==> config.mk <==
export PLATFORM = sky130hd
export DESIGN_NAME = softusb_rx
export DESIGN_NICKNAME = d
export VERILOG_FILES = /design/src/rtl/softusb_rx.sv
export SDC_FILE = /design/constraint.sdc
export NUM_CORES = 1
export LEC_CHECK = 0
export ABC_AREA = 1
export BUFFER_PORTS_ARGS = -buffer_cell sky130_fd_sc_hd__buf_2
export CAP_MARGIN = 25
export CORE_MARGIN = 4
export CORE_UTILIZATION = 55
export CTS_CLUSTER_SIZE = 12
export DETAILED_ROUTE_END_ITERATION = 6
export PLACE_DENSITY = 0.81
export SLEW_MARGIN = 5
export SYNTH_ARGS = -nofsm -noshare
export SYNTH_HDL_FRONTEND = slang
export SYNTH_SLANG_ARGS = --single-unit
==> constraint.sdc <==
create_clock -name usb_clk -period 1.8 [get_ports usb_clk]
set_input_delay 0.09 -clock usb_clk [delete_from_list [all_inputs] [get_ports usb_clk]]
set_output_delay 0.09 -clock usb_clk [all_outputs]
set_load 0.01 [all_outputs]
==> src/rtl/softusb_rx.sv <==
// USB receive front end: DPLL bit recovery, SYNC detect, NRZI decode,
// bit-unstuffing and LSB-first byte assembly with EOP / stuff-error signalling.
module softusb_rx (
    input  logic       usb_clk,
    input  logic       usb_rst,
    input  logic       low_speed,
    input  logic       tx_active,
    input  logic       rxd,
    input  logic       rxp,
    input  logic       rxm,
    output logic [7:0] rx_data,
    output logic       rx_strobe,
    output logic       rx_active,
    output logic       rx_error
);

    typedef enum logic [2:0] {
        ST_IDLE,
        ST_SYNC,
        ST_DATA,
        ST_EOP,
        ST_ERROR
    } state_t;

    state_t      state_q, state_d;
    logic [4:0]  phase_q, phase_d;
    logic        rxd_prev_q, rxd_prev_d;
    logic        prev_l_q, prev_l_d;
    logic [2:0]  zeros_q, zeros_d;
    logic [2:0]  ones_q, ones_d;
    logic [2:0]  bitcnt_q, bitcnt_d;
    logic [7:0]  shift_q, shift_d;
    logic [7:0]  rx_data_q, rx_data_d;
    logic        rx_strobe_q, rx_strobe_d;
    logic        rx_active_q, rx_active_d;
    logic        rx_error_q, rx_error_d;

    logic        se0;
    logic        line_l;
    logic        sample;
    logic        bit_dec;
    logic [4:0]  phase_mask;
    logic [4:0]  phase_half;

    assign se0        = !rxp && !rxm;
    assign line_l     = rxd ^ low_speed;
    assign phase_mask = low_speed ? 5'd31 : 5'd3;
    assign phase_half = low_speed ? 5'd16 : 5'd2;
    assign sample     = (phase_q == phase_half);
    assign bit_dec    = (line_l == prev_l_q);

    always_comb begin
        state_d     = state_q;
        rxd_prev_d  = rxd;
        prev_l_d    = (state_q == ST_IDLE) ? 1'b1 : prev_l_q;
        zeros_d     = zeros_q;
        ones_d      = ones_q;
        bitcnt_d    = bitcnt_q;
        shift_d     = shift_q;
        rx_data_d   = rx_data_q;
        rx_strobe_d = 1'b0;
        rx_active_d = rx_active_q;
        rx_error_d  = 1'b0;

        // Edges seen during SE0 carry no timing information, so they do not resync.
        if ((rxd != rxd_prev_q) && !se0) begin
            phase_d = 5'd0;
        end else begin
            phase_d = (phase_q + 5'd1) & phase_mask;
        end

        if (sample) begin
            case (state_q)
                ST_IDLE: begin
                    if (!se0 && !line_l) begin
                        state_d  = ST_SYNC;
                        zeros_d  = 3'd1;
                        prev_l_d = 1'b0;
                    end
                end
                ST_SYNC: begin
                    if (se0) begin
                        state_d = ST_IDLE;
                    end else begin
                        prev_l_d = line_l;
                        if (!bit_dec) begin
                            zeros_d = (zeros_q == 3'd7) ? 3'd7 : zeros_q + 3'd1;
                        end else if (zeros_q >= 3'd3) begin
                            state_d     = ST_DATA;
                            rx_active_d = 1'b1;
                            ones_d      = 3'd1;
                            bitcnt_d    = 3'd0;
                        end else begin
                            state_d = ST_IDLE;
                        end
                    end
                end
                ST_DATA: begin
                    if (se0) begin
                        state_d = ST_EOP;
                    end else begin
                        prev_l_d = line_l;
                        if (ones_q == 3'd6) begin
                            if (!bit_dec) begin
                                ones_d = 3'd0;
                            end else begin
                                state_d     = ST_ERROR;
                                rx_error_d  = 1'b1;
                                rx_active_d = 1'b0;
                            end
                        end else begin
                            shift_d  = {bit_dec, shift_q[7:1]};
                            bitcnt_d = bitcnt_q + 3'd1;
                            ones_d   = bit_dec ? ones_q + 3'd1 : 3'd0;
                            if (bitcnt_q == 3'd7) begin
                                rx_data_d   = {bit_dec, shift_q[7:1]};
                                rx_strobe_d = 1'b1;
                            end
                        end
                    end
                end
                ST_EOP: begin
                    if (!se0 && line_l) begin
                        state_d     = ST_IDLE;
                        rx_active_d = 1'b0;
                    end
                end
                ST_ERROR: begin
                    // Reuse EOP's wait-for-J once SE0 has been seen; rx_active is already low.
                    if (se0) begin
                        state_d = ST_EOP;
                    end
                end
                default: state_d = ST_IDLE;
            endcase
        end

        if (tx_active) begin
            state_d     = ST_IDLE;
            prev_l_d    = 1'b1;
            rx_strobe_d = 1'b0;
            rx_active_d = 1'b0;
            rx_error_d  = 1'b0;
        end
    end

    always_ff @(posedge usb_clk) begin
        if (usb_rst) begin
            state_q     <= ST_IDLE;
            phase_q     <= 5'd0;
            rxd_prev_q  <= 1'b0;
            prev_l_q    <= 1'b1;
            zeros_q     <= 3'd0;
            ones_q      <= 3'd0;
            bitcnt_q    <= 3'd0;
            shift_q     <= 8'd0;
            rx_data_q   <= 8'd0;
            rx_strobe_q <= 1'b0;
            rx_active_q <= 1'b0;
            rx_error_q  <= 1'b0;
        end else begin
            state_q     <= state_d;
            phase_q     <= phase_d;
            rxd_prev_q  <= rxd_prev_d;
            prev_l_q    <= prev_l_d;
            zeros_q     <= zeros_d;
            ones_q      <= ones_d;
            bitcnt_q    <= bitcnt_d;
            shift_q     <= shift_d;
            rx_data_q   <= rx_data_d;
            rx_strobe_q <= rx_strobe_d;
            rx_active_q <= rx_active_d;
            rx_error_q  <= rx_error_d;
        end
    end

    assign rx_data   = rx_data_q;
    assign rx_strobe = rx_strobe_q;
    assign rx_active = rx_active_q;
    assign rx_error  = rx_error_q;

endmodule

# ---- Word-level counts from Yosys, hierarchy flattened
# Index checks and enable logic that the tools add are counted.
dict set report op_classes {
  n_addsub 4
  magnitude_cmp 1
  eq_ne 25
  muxes 45
  bitwise_logic 6
  n_reduce_logical 24
}
# cell count
set op_table {}
lappend op_table {{3-bit two-way mux} 23}
lappend op_table {{7-bit AND reduction} 3}
lappend op_table {{2-bit inequality test (second input constant)} 10}
lappend op_table {{3-bit one-hot mux with 2 select lines} 3}
lappend op_table {{3-bit one-hot mux with 5 select lines} 1}
lappend op_table {{1-bit two-way mux} 13}
lappend op_table {{3-bit equality test (second input constant)} 4}
lappend op_table {{3-bit inequality test (second input constant)} 4}
lappend op_table {{6-bit OR reduction} 2}
lappend op_table {{5-bit two-way mux} 2}
lappend op_table {{5-bit AND reduction} 2}
lappend op_table {{3-bit by 1-bit adder with 3-bit output (second input constant)} 3}
lappend op_table {{9-bit AND reduction} 1}
lappend op_table {{3-bit by 2-bit equality test with 1-bit output (second input constant)} 2}
lappend op_table {{2-bit OR reduction} 3}
lappend op_table {{5-bit by 1-bit adder with 5-bit output (second input constant)} 1}
lappend op_table {{5-bit AND} 1}
lappend op_table {{5-bit equality test} 1}
lappend op_table {{1-bit logical AND} 4}
lappend op_table {{1-bit logical NOT} 4}
lappend op_table {{1-bit inverter} 4}
lappend op_table {{4-bit AND reduction} 1}
lappend op_table {{2-bit nonzero test} 2}
lappend op_table {{3-bit by 1-bit equality test with 1-bit output (second input constant)} 1}
lappend op_table {{10 further kinds} 10}
dict set report totals {
  reg_bits 38
  in_bits 7
  word_cells 117
}

# ---- Logic depth before layout (Yosys ltp)
# Gate-level depths: netlist of the first run.
dict set report logic_depth {
  ltp_word 7
  depth_mapped 12
}

# ---- Worst setup path after synthesis of the first run
# No wires, ideal clock.
dict set report synth_path {
  path_type {register -> register}
  startpoint {register ones_q[0]}
  endpoint {register rx_data_q[6], in the netlist rx_data[6]}
  setup_ns 0.128
  arrival_time_ns 1.466
  required_ns 1.672
  path_slack_ns 0.207
  stages_incl_launch_ff 10
  n_path_buf 1
  period_less_slack_ns 1.593
  path_cell_list {dfxtp_1 inv_1 ha_1 nand2_1 nand2_4 nor3_4 nand2_4 buf_6 o21ai_1 nor2_1}
}
dict set report synth_between {
  elab_chain_cells 3
}
# element line_no
set synth_lines {}
lappend synth_lines {{start, declared} 30} ;# logic [2:0] ones_q, ones_d;
lappend synth_lines {{start signal, assigned} 167} ;# ones_q <= ones_d;
lappend synth_lines {{3-bit equality test} 103} ;# if (ones_q == 3'd6) begin
lappend synth_lines {{1-bit inverter (no line)} --}
lappend synth_lines {{5-bit AND reduction (no line)} --}
lappend synth_lines {{end signal, assigned} 170} ;# rx_data_q <= rx_data_d;
lappend synth_lines {{end, declared} 33} ;# logic [7:0] rx_data_q, rx_data_d;
# No other way between the ends.
# A chain may end at the register's enable or synchronous reset.

# ---- Worst setup path after layout of the first run
dict set report layout_path {
  startpoint {register ones_q[0]}
  endpoint {register shift_q[7]}
}
dict set report layout_between {
  elab_chain_cells 3
}
# element line_no
set layout_lines {}
lappend layout_lines {{3-bit equality test} 103}
lappend layout_lines {{1-bit inverter (no line)} --}
lappend layout_lines {{4-bit AND reduction (no line)} --}
lappend layout_lines {{end signal, assigned} 169} ;# shift_q <= shift_d;
lappend layout_lines {{end, declared} 32} ;# logic [7:0] shift_q, shift_d;
# No other way between the ends.

==> results of run 1 <==
area by class of cell:
cell class                 count  area [sq um]  area share, %
clock buffer                   5         37.54          1.705
clock inverter                 3         68.82          3.125
inverter                      37         138.9          6.307
multi-input combinational    201          1018          46.25
sequential                    37         740.7          33.64
tap                           46         57.56          2.614
timing repair buffer          24         140.1          6.364
Yosys cell counts (all sizes together):
| master | instances |
|---|---|
| xnor2 | 1 |
| nand3 | 22 |
| nor3 | 3 |
| nor2 | 62 |
| nand4 | 2 |
| ha | 6 |
| o21ai | 23 |
| nor4 | 1 |
| clkbuf | 3 |
| o211ai | 1 |
| inv | 37 |
| nor3b | 2 |
| nand2 | 59 |
| xor2 | 3 |
| dfxtp | 37 |
| a21oi | 11 |
| buf | 1 |
| a31oi | 2 |
| nand3b | 1 |
| a211oi | 2 |
layer usage:
metal	GRT usage, %	vias up	share of wire [%]
met5	0	-	0
met4	6.835	0	1.5
met3	5.565	6	5.0
met2	31.66	34	47
met1	24.54	767	47
li1	-	942	-
sequential cells by signal (all words and copies together), names as in the netlist:
name and flops:
bitcnt_q 3, phase_q 5, zeros_q 3, state_q 3
shift_q 7, rxd_prev_q 1, prev_l_q 1, ones_q 3
rx_active 1, rx_error 1, rx_strobe 1, rx_data 8
placed cells by master, fill, tap and decap left out, types with 6 or more instances in the layout:
master | synthesis | routed
nor2_1 | 59 | 58
nand2_1 | 53 | 52
inv_1 | 37 | 37
dfxtp_1 | 37 | 37
nand3_1 | 22 | 22
buf_2 | 0 | 17
o21ai_0 | 13 | 13
a21oi_1 | 10 | 10
o21ai_1 | 9 | 9
ha_1 | 6 | 6
buf_4 | 0 | 6
timing repair:
| item | CTS | global route |
|---|---|---|
| gates resized for setup | 0 | 2 |
| endpoints found under the setup margin | 0 | 9 |
| hold endpoints to repair | 2 | 0 |
| hold buffers | 1 | 0 |
where the power goes:
group          internal (mW)  total [mW]  switching (mW)
combinational         0.0329       0.100          0.0672
clock                  0.437       0.735           0.298
sequential             0.825       0.831         0.00579
total                   1.29        1.67           0.371
per-stage QoR:
| stage | power [mW] | util [%] | instances | cell area, sq um | setup WS (ns) |
|---|---|---|---|---|---|
| floorplan | 0.9149 | - | 279 | 1916 | 0.2066 |
| global placement | 0.9453 | 62.35 | 344 | 2081 | 0.2056 |
| detailed placement | 0.9466 | 62.35 | 344 | 2081 | 0.04785 |
| CTS | 1.672 | 65.84 | 353 | 2197 | 0.03109 |
| global route | 1.734 | 65.99 | 353 | 2202 | 0.02154 |
| finish | 1.666 | 65.99 | 353 | 2202 | 0.1447 |
worst max-delay path by stage:
stage                     startpoint    endpoint  slack, ns  cells past startpoint
after floorplan            ones_q[0]  rx_data[6]       0.21                      9
after global placement     ones_q[0]  shift_q[7]       0.21                      8
after detailed placement   ones_q[0]  shift_q[7]       0.05                      8
after CTS                  ones_q[0]  shift_q[7]       0.03                      8
after global routing       ones_q[0]  state_q[0]       0.02                     12
final                      ones_q[0]  shift_q[7]       0.14                      8
cells by family (layout without fill, tap and decap cells):
| group | count (synthesis) | in the layout | share of synthesized area, % |
|---|---|---|---|
| XOR/XNOR | 4 | 4 | 1.829 |
| AO/OA/AOI/OAI | 39 | 39 | 11.50 |
| AND/OR/NAND/NOR | 152 | 152 | 35.66 |
| buffers and inverters | 41 | 69 | 8.426 |
| adder cells (fa/ha/maj) | 6 | 6 | 3.919 |
| flip-flops | 37 | 37 | 38.67 |
worst max-delay path, stage by stage, from the launching register on:
cell and delay, ns:
dfxtp_1 0.37, inv_1 0.07, ha_1 0.21, nand2_2 0.12, inv_1 0.09, nor2_2 0.17
nand3_1 0.25, o21ai_0 0.23, nor2_1 0.05
==> flow_metrics.tcl, run 1 <==
set metrics [dict create \
    leakagePower_nw 1.059 \
    hp-class "in2reg" \
    cap_violations 0 \
    hold_slack_ns 0.03612 \
    slew_viol_final 0 \
    antenna_found_initial 0 \
    postCtsSetupRepairBufs 0 \
    ir_worst_vdd_uv 453.2 \
    yosys-top-cells-area "dfxtp_1, nor2_1, nand2_1, inv_1, nand3_1" \
    avgSynthCellArea_sq_um 6.866 \
    design.core.area_sq_mm 0.003337 \
    arrival_ns 1.92 \
    area_delta_synth_final_pct 14.96 \
    drt_pass1_iterations 4 \
    hold_viol_final 0 \
    syn_nets 292 \
    synthCells 279 \
    worst_pin_slew_ns 0.2771 \
    die-width_microns 67.02 \
    final-setup-viol-count 0 \
    max_freq_mhz 604.1 \
    insertion_delay_ns 0.35 \
    routed_wl_mm 3.907 \
    worst-path-max-fanout 7 \
    dpl.hpwl_mm 2.943 \
    portBuffers 17 \
    drive_gt1_share_pct 14.66 \
    status "finished, final reports clean" \
    crit_type "reg2reg" \
    startpoint_type "flip-flop" \
    ant_nets 0 \
    fin_worst_skew_ns 0.009534 \
    cp.required_ns 2.06 \
    clk_pin_slew_ns 0.12 \
    htree_levels 2 \
    r2r_slack_ns 0.14 \
    die-area_sq_mm 0.004491 \
    boundaryPins 18 \
    initial_core_util_pct 57.41 \
    nNetsFinal 319 \
    ys_seq_elements 37 \
    drt-initial-drc-count 127 \
    grt_pass1_vias 1560 \
    grt_start_max_net_pins 18 \
    grt-ovfl-total 0 \
    worstHoldEndpoint "rxd_prev_q" \
    netlist_area_sq_mm 0.001916 \
    synth_warnings 0 \
    r2r_cells 8 \
    tns_ns 0 \
    period_share_pct 91.96 \
    synth.distinct_cells 29 \
    ys_seq_area_share_pct 38.67 \
    rsz0062_at_grt "no" \
    fill_cells 311 \
    hold-path-cell-count 3 \
    die_h_microns 67.02 \
    vias 1749 \
    grt_usage_pct 19.55 \
    cts_root_buf "clkbuf_4" \
    end_kind "flip-flop" \
    drc 0 \
    power_density_mw_per_mm2 756.6 \
    clkSinkCount 37 \
    r2r_end "shift_q[7]" \
    rr_startpoint "ones_q[0]" \
    antenna_cells 0 \
    cts_tree "built" \
    yosys.area.top_type_share_pct 38.67 \
    relSlewSlack_pct 81.36 \
    place_congestion 0.8802 \
    viasPerCell 4.955 \
    min-delay-start "rxd" \
    routedWlPerCell_microns 11.07 \
    grt_pass1_wl_mm 6.699 \
    cts_buffer_depth 2 \
    min_period_ns 1.655 \
    cts-buffers-inserted 5 \
    yosys.area.top_type "dfxtp_1" \
    rows 21 \
]
Power figures use the tool's default switching activity.
==> run 2: changes to the inputs <==
Settings changed: CTS_BUF_LIST from default to sky130_fd_sc_hd__clkbuf_8, SETUP_SLACK_MARGIN from default to 0.2.
==> run 2 against run 1 <==
Against the previous run:
- die area is the same
- power rose by 8.2%
- critical path depth grew 1
- highest routed layer unchanged
==> flow_metrics.tcl, run 2 (same netlist as run 1, synthesis figures left out) <==
set metrics [dict create \
    cap_violations 0 \
    vias 1825 \
    pwr-share-seq_pct 46.1 \
    boundaryPins 18 \
    end_kind "flip-flop" \
    drive_gt1_share_pct 22.22 \
    critPathCapture "shift_q[7]" \
    cp.required_ns 2.00 \
    worst-path-max-fanout 7 \
    cts-buffers-inserted 5 \
    design.core.area_sq_mm 0.003337 \
    status "finished, final reports clean" \
    cts_buffer_depth 2 \
    power_mw 1.802 \
    antenna_found_initial 0 \
    hold_viol_final 0 \
    ir_worst_vdd_uv 402.9 \
    critical_path.cell_chain "inv_1 -> ha_1 -> nand2_2 -> inv_2 -> nor2_4 -> buf_4 -> nand3_2 -> o21ai_0 -> nor2_1" \
    rr_startpoint "ones_q[0]" \
    die_h_microns 67.02 \
    cts_root_buf "clkbuf_8" \
    holdBufCountCts 0 \
    swShare_pct 21.45 \
    slew_viol_final 0 \
    final_common_cell "nor2_1" \
    antenna_cells 0 \
    max_freq_mhz 651.4 \
    min_period_ns 1.535 \
    combPwrFrac_pct 5.8 \
    grt_pass1_vias 1587 \
    drc 0 \
    drt_pass1_iterations 4 \
    clk_pin_slew_ns 0.08 \
    relSlewSlack_pct 78.29 \
    hold_slack_ns 0.06296 \
    routed_wl_mm 4.364 \
    rsz0062_at_grt "no" \
    rows 21 \
    p_sw_uw 386.6 \
    die-area_sq_mm 0.004491 \
    startpoint_type "flip-flop" \
    final_cell_area_sq_mm 0.002345 \
    grt_pass1_wl_mm 6.865 \
    drt-initial-drc-count 136 \
    hp-class "in2reg" \
    place_congestion 0.8802 \
    r2r_cells 9 \
    cp_slowest_cell "dfxtp_2" \
    layout_common_cells "nor2_1, nand2_1, inv_1" \
    leakagePower_nw 1.122 \
    fin_util_pct 70.27 \
    clkSinkCount 37 \
    largest_register_ffs 8 \
    viasPerCell 5.055 \
    p_int_mw 1.415 \
    area_delta_synth_final_pct 22.40 \
    routedWlPerCell_microns 12.09 \
    ant_nets 0 \
    dpl.hpwl_mm 2.943 \
    cts_tree "built" \
    tns_ns 0 \
    die-width_microns 67.02 \
    htree_levels 2 \
    r2r_slack_ns 0.26 \
    arrival_ns 1.73 \
    r2r_end "shift_q[7]" \
    crit_type "reg2reg" \
    worst_pin_slew_ns 0.3253 \
    insertion_delay_ns 0.30 \
    power_density_mw_per_mm2 768.5 \
    grt_start_max_net_pins 18 \
    initial_core_util_pct 57.41 \
    placed_area_sq_mm 0.002081 \
    portBuffers 17 \
    startpoint "ones_q[0]" \
    grt_usage_pct 19.97 \
    nNetsFinal 327 \
    slowest_delay_ns 0.33 \
    power_frac_clock_pct 48.1 \
    period_share_pct 85.28 \
    fin_worst_skew_ns 0.006505 \
    final-setup-viol-count 0 \
    grt-ovfl-total 0 \
]
run 2: changes by cell type in the layout (fill, tap and decap cells not counted), moves of 2 or more:
cell      delta
buf_6        +2
nor2_1       -2
dfxtp_1      -4
dfxtp_2      +4
inv_1        -3
inv_2        +3
o21ai_0      -2
nand3_2      +3
clkbuf_4     -5
nand2_1      -2
nand2_2      +3
clkbuf_8     +5
buf_4        +5
nand3_1      -3
run 2: repair_timing:
item | in CTS | in global routing
hold endpoints to repair | 0 | 0
pin swaps | 0 | 6
gates resized for setup | 4 | 20
buffers inserted | 0 | 7
gates cloned | 0 | 2
setup endpoints to repair | 9 | 25
run 2: routing by layer:
| metal | vias to the layer above | GRT usage (%) | routed length [microns] |
|---|---|---|---|
| li1 | 956 | - | - |
| met1 | 822 | 25.05 | 1988 |
| met2 | 39 | 33.13 | 2130 |
| met3 | 8 | 3.710 | 174 |
| met4 | 0 | 8.354 | 70 |
| met5 | - | 0 | 0 |
run 2: area by class of cell:
type	count	area (sq um)
Tap cell	46	57.56
Clock inverter	3	68.82
Sequential cell	37	745.7
Inverter	37	138.9
Timing Repair Buffer	30	190.2
Fill cell	284	992.2
Multi-Input combinational cell	203	1075
Clock buffer	5	68.82
run 2: power by group through the flow:
stage,Clock (mW),Sequential (mW),Combinational [mW]
3_3_place_gp,0,0.849,0.0968
5_1_grt,0.915,0.831,0.118
2_1_floorplan,0,0.848,0.0670
4_1_cts,0.874,0.830,0.0991
6_report,0.867,0.830,0.104
3_5_place_dp,0,0.849,0.0976
run 2: worst max-delay path, delay by kind of cell (launching register included):
family                     cells  cell delay [ns]
AOI/OAI and AO/OA              1             0.21
and+or+nand+nor                4             0.44
buffers and inverters          3             0.25
DFF                            1             0.33
adders and majority gates      1             0.20
run 2: worst min path at each step:
| stage | startpoint | end | cells after the start |
|---|---|---|---|
| final | usb_rst | rxd_prev_q | 2 |
| after global routing | usb_rst | ones_q[2] | 2 |
| after CTS | usb_rst | ones_q[2] | 2 |
| after detailed placement | usb_rst | rxd_prev_q | 2 |
| after global placement | usb_rst | ones_q[2] | 2 |
| after floorplan | rxd | rxd_prev_q | 2 |
run 2: through the flow:
step | worst slack, ns | instances
5_1_grt | 0.1846 | 361
2_1_floorplan | 0.2066 | 279
3_5_place_dp | 0.04785 | 344
3_3_place_gp | 0.2056 | 344
6_report | 0.2649 | 361
4_1_cts | 0.2192 | 352
==> run 3: changes to the inputs <==
Settings changed: PLACE_DENSITY 0.81 to 0.84.
Clock period 1.8 ns to 1.41 ns, I/O delays scaled along.
==> run 3 against run 2 <==
Against the previous run:
- clock power shrank 8.1%
- worst setup slack lost 0.55 ns
- worst hold slack gained 0.040 ns
- the run now ends with negative setup slack left
- global-route usage grew 13 points
==> flow_metrics.tcl, run 3 (same netlist as run 1, synthesis figures left out) <==
set metrics [dict create \
    status "complete, but fails checks" \
    violations "negative setup slack" \
    dp_slack_ns -0.02359 \
    ant_nets 0 \
    placed_area_sq_mm 0.002282 \
    startpoint_type "flip-flop" \
    startpoint "phase_q[2]" \
    min-delay-start "rxd" \
    routedWlPerCell_microns 24.18 \
    fin_util_pct 96.10 \
    cap_violations 0 \
    worstHoldEndpoint "rxd_prev_q" \
    vias 2584 \
    hold-path-cell-count 3 \
    fin_worst_skew_ns 0.01218 \
    worst-path-max-fanout 4 \
    period_share_pct 120.4 \
    htree_levels 2 \
    die_h_microns 67.02 \
    insertion_delay_ns 0.32 \
    grt_pass1_wl_mm 10.85 \
    area_delta_synth_final_pct 67.41 \
    dp_cells 352 \
    pwr-share-seq_pct 49.8 \
    cp_slowest_cell "dfxtp_2" \
    wl_met2_mm 4.218 \
    rsz0062_at_grt "yes" \
    drc 0 \
    antenna_cells 0 \
    relSlewSlack_pct 64.56 \
    cts_root_buf "clkbuf_8" \
    met3_length_mm 1.181 \
    rows 21 \
    slowest_delay_ns 0.36 \
    clk_pin_slew_ns 0.08 \
    final_common_cell "nor2_1" \
    drive_gt1_share_pct 54.13 \
    max_freq_mhz 589.3 \
    cts-buffers-inserted 5 \
    grt-ovfl-total 0 \
    final-setup-viol-count 30 \
    hp-class "in2reg" \
    cp_top_family "simple AND/OR/NAND/NOR gates" \
    crit_type "reg2reg" \
    fin_ws_ns -0.2870 \
    slew_viol_final 0 \
    r2r_cells 11 \
    design.core.area_sq_mm 0.003337 \
    tns_ns -5.630 \
    viasPerCell 6.509 \
    end_kind "flip-flop" \
    p_sw_uw 635.8 \
    largest_register_ffs 8 \
    place_congestion 0.8479 \
    power_frac_clock_pct 37.5 \
    power_density_mw_per_mm2 663.0 \
    power_mw 2.126 \
    boundaryPins 18 \
    die-width_microns 67.02 \
    r2r_end "ones_q[1]" \
    swShare_pct 29.90 \
    drt-initial-drc-count 354 \
    critical_path.cell_chain "nor2_4 -> nand2_4 -> inv_2 -> nand2_4 -> buf_6 -> a21oi_4 -> nand2_2 -> nor2_4 -> nand2_1 -> nand2_1 -> nor2_1" \
    min_period_ns 1.697 \
    rr_startpoint "phase_q[2]" \
    portBuffers 17 \
    initial_core_util_pct 57.41 \
    dpl.hpwl_mm 3.071 \
    drt_pass1_iterations 6 \
    layout_common_cells "nor2_1, buf_4, nand2_1" \
    stdcell_count 397 \
    wl_met1_mm 3.189 \
    cts_tree "built" \
    worst_pin_slew_ns 0.5261 \
    dr.max_layer_used "met4" \
    nNetsFinal 363 \
    combPwrFrac_pct 12.8 \
    p_int_mw 1.490 \
    hold_viol_final 0 \
    final_cell_area_sq_mm 0.003207 \
    ir_worst_vdd_uv 849.2 \
    hold_slack_ns 0.1025 \
    antenna_found_initial 0 \
    r2r_slack_ns -0.29 \
    routed_wl_mm 9.599 \
    grt_start_max_net_pins 17 \
    cp.required_ns 1.61 \
    grt_usage_pct 32.99 \
    arrival_ns 1.90 \
    grt_pass1_vias 2253 \
    leakagePower_nw 1.407 \
    cts_buffer_depth 2 \
    die-area_sq_mm 0.004491 \
    crit_cells 11 \
    clkSinkCount 37 \
    critPathBufInv 2 \
]
run 3: changes by cell type in the layout (fill, tap and decap cells not counted), moves of 8 or more:
cell     previous run  this run
buf_4              11        30
buf_6               2        19
dfxtp_1            33        25
inv_1              34        24
nand2_1            50        28
nand2_4             3        14
nand3_1            19         9
nand3_4             0        10
nor2_1             56        41
nor2_4              2        12
o21ai_2             2        10
run 3: layout make-up:
class	instances	area, sq um
multi-input combinational	202	1574
clock buffer	5	68.82
fill	72	130.1
clock inverter	3	22.52
timing repair buffer	67	544.3
inverter	37	168.9
tap	46	57.56
sequential	37	770.7
run 3: layer usage:
layer  global-route usage (%)  up-vias
li1                         -     1033
met1                    35.73     1182
met2                    56.07      260
met3                    7.926      109
met4                    22.28        0
met5                        0        -
run 3: worst register-to-register path, cell delays in order, from the launching register on:
cell     delay (ns)
dfxtp_2        0.36
nor2_4         0.16
nand2_4        0.08
inv_2          0.12
nand2_4        0.09
buf_6          0.13
a21oi_4        0.15
nand2_2        0.10
nor2_4         0.17
nand2_1        0.09
nand2_1        0.07
nor2_1         0.06
run 3: power by group through the flow:
| stage | Sequential, mW | Combinational, mW | Clock (mW) |
|---|---|---|---|
| after floorplan | 1.08 | 0.0918 | 0 |
| after global placement | 1.08 | 0.145 | 0 |
| after detailed placement | 1.08 | 0.147 | 0 |
| after CTS | 1.05 | 0.189 | 0.759 |
| after global routing | 1.06 | 0.283 | 0.827 |
| final | 1.06 | 0.271 | 0.797 |
run 3: worst max path at each step:
stage,to,slack [ns]
finish,ones_q[1],-0.29
global route,ones_q[1],-0.40
CTS,ones_q[1],-0.001
detailed placement,shift_q[1],-0.02
global placement,state_q[0],0.04
floorplan,rx_data[6],-0.05
run 3: repair_timing:
action                                  4_1_cts  5_1_grt
cloned                                        1        0
hold buffers                                  0        0
resized for setup                            70       77
endpoints found under the hold margin         0        0
endpoints found under the setup margin       31       32
pin swaps                                    29       33
setup buffers                                17       19
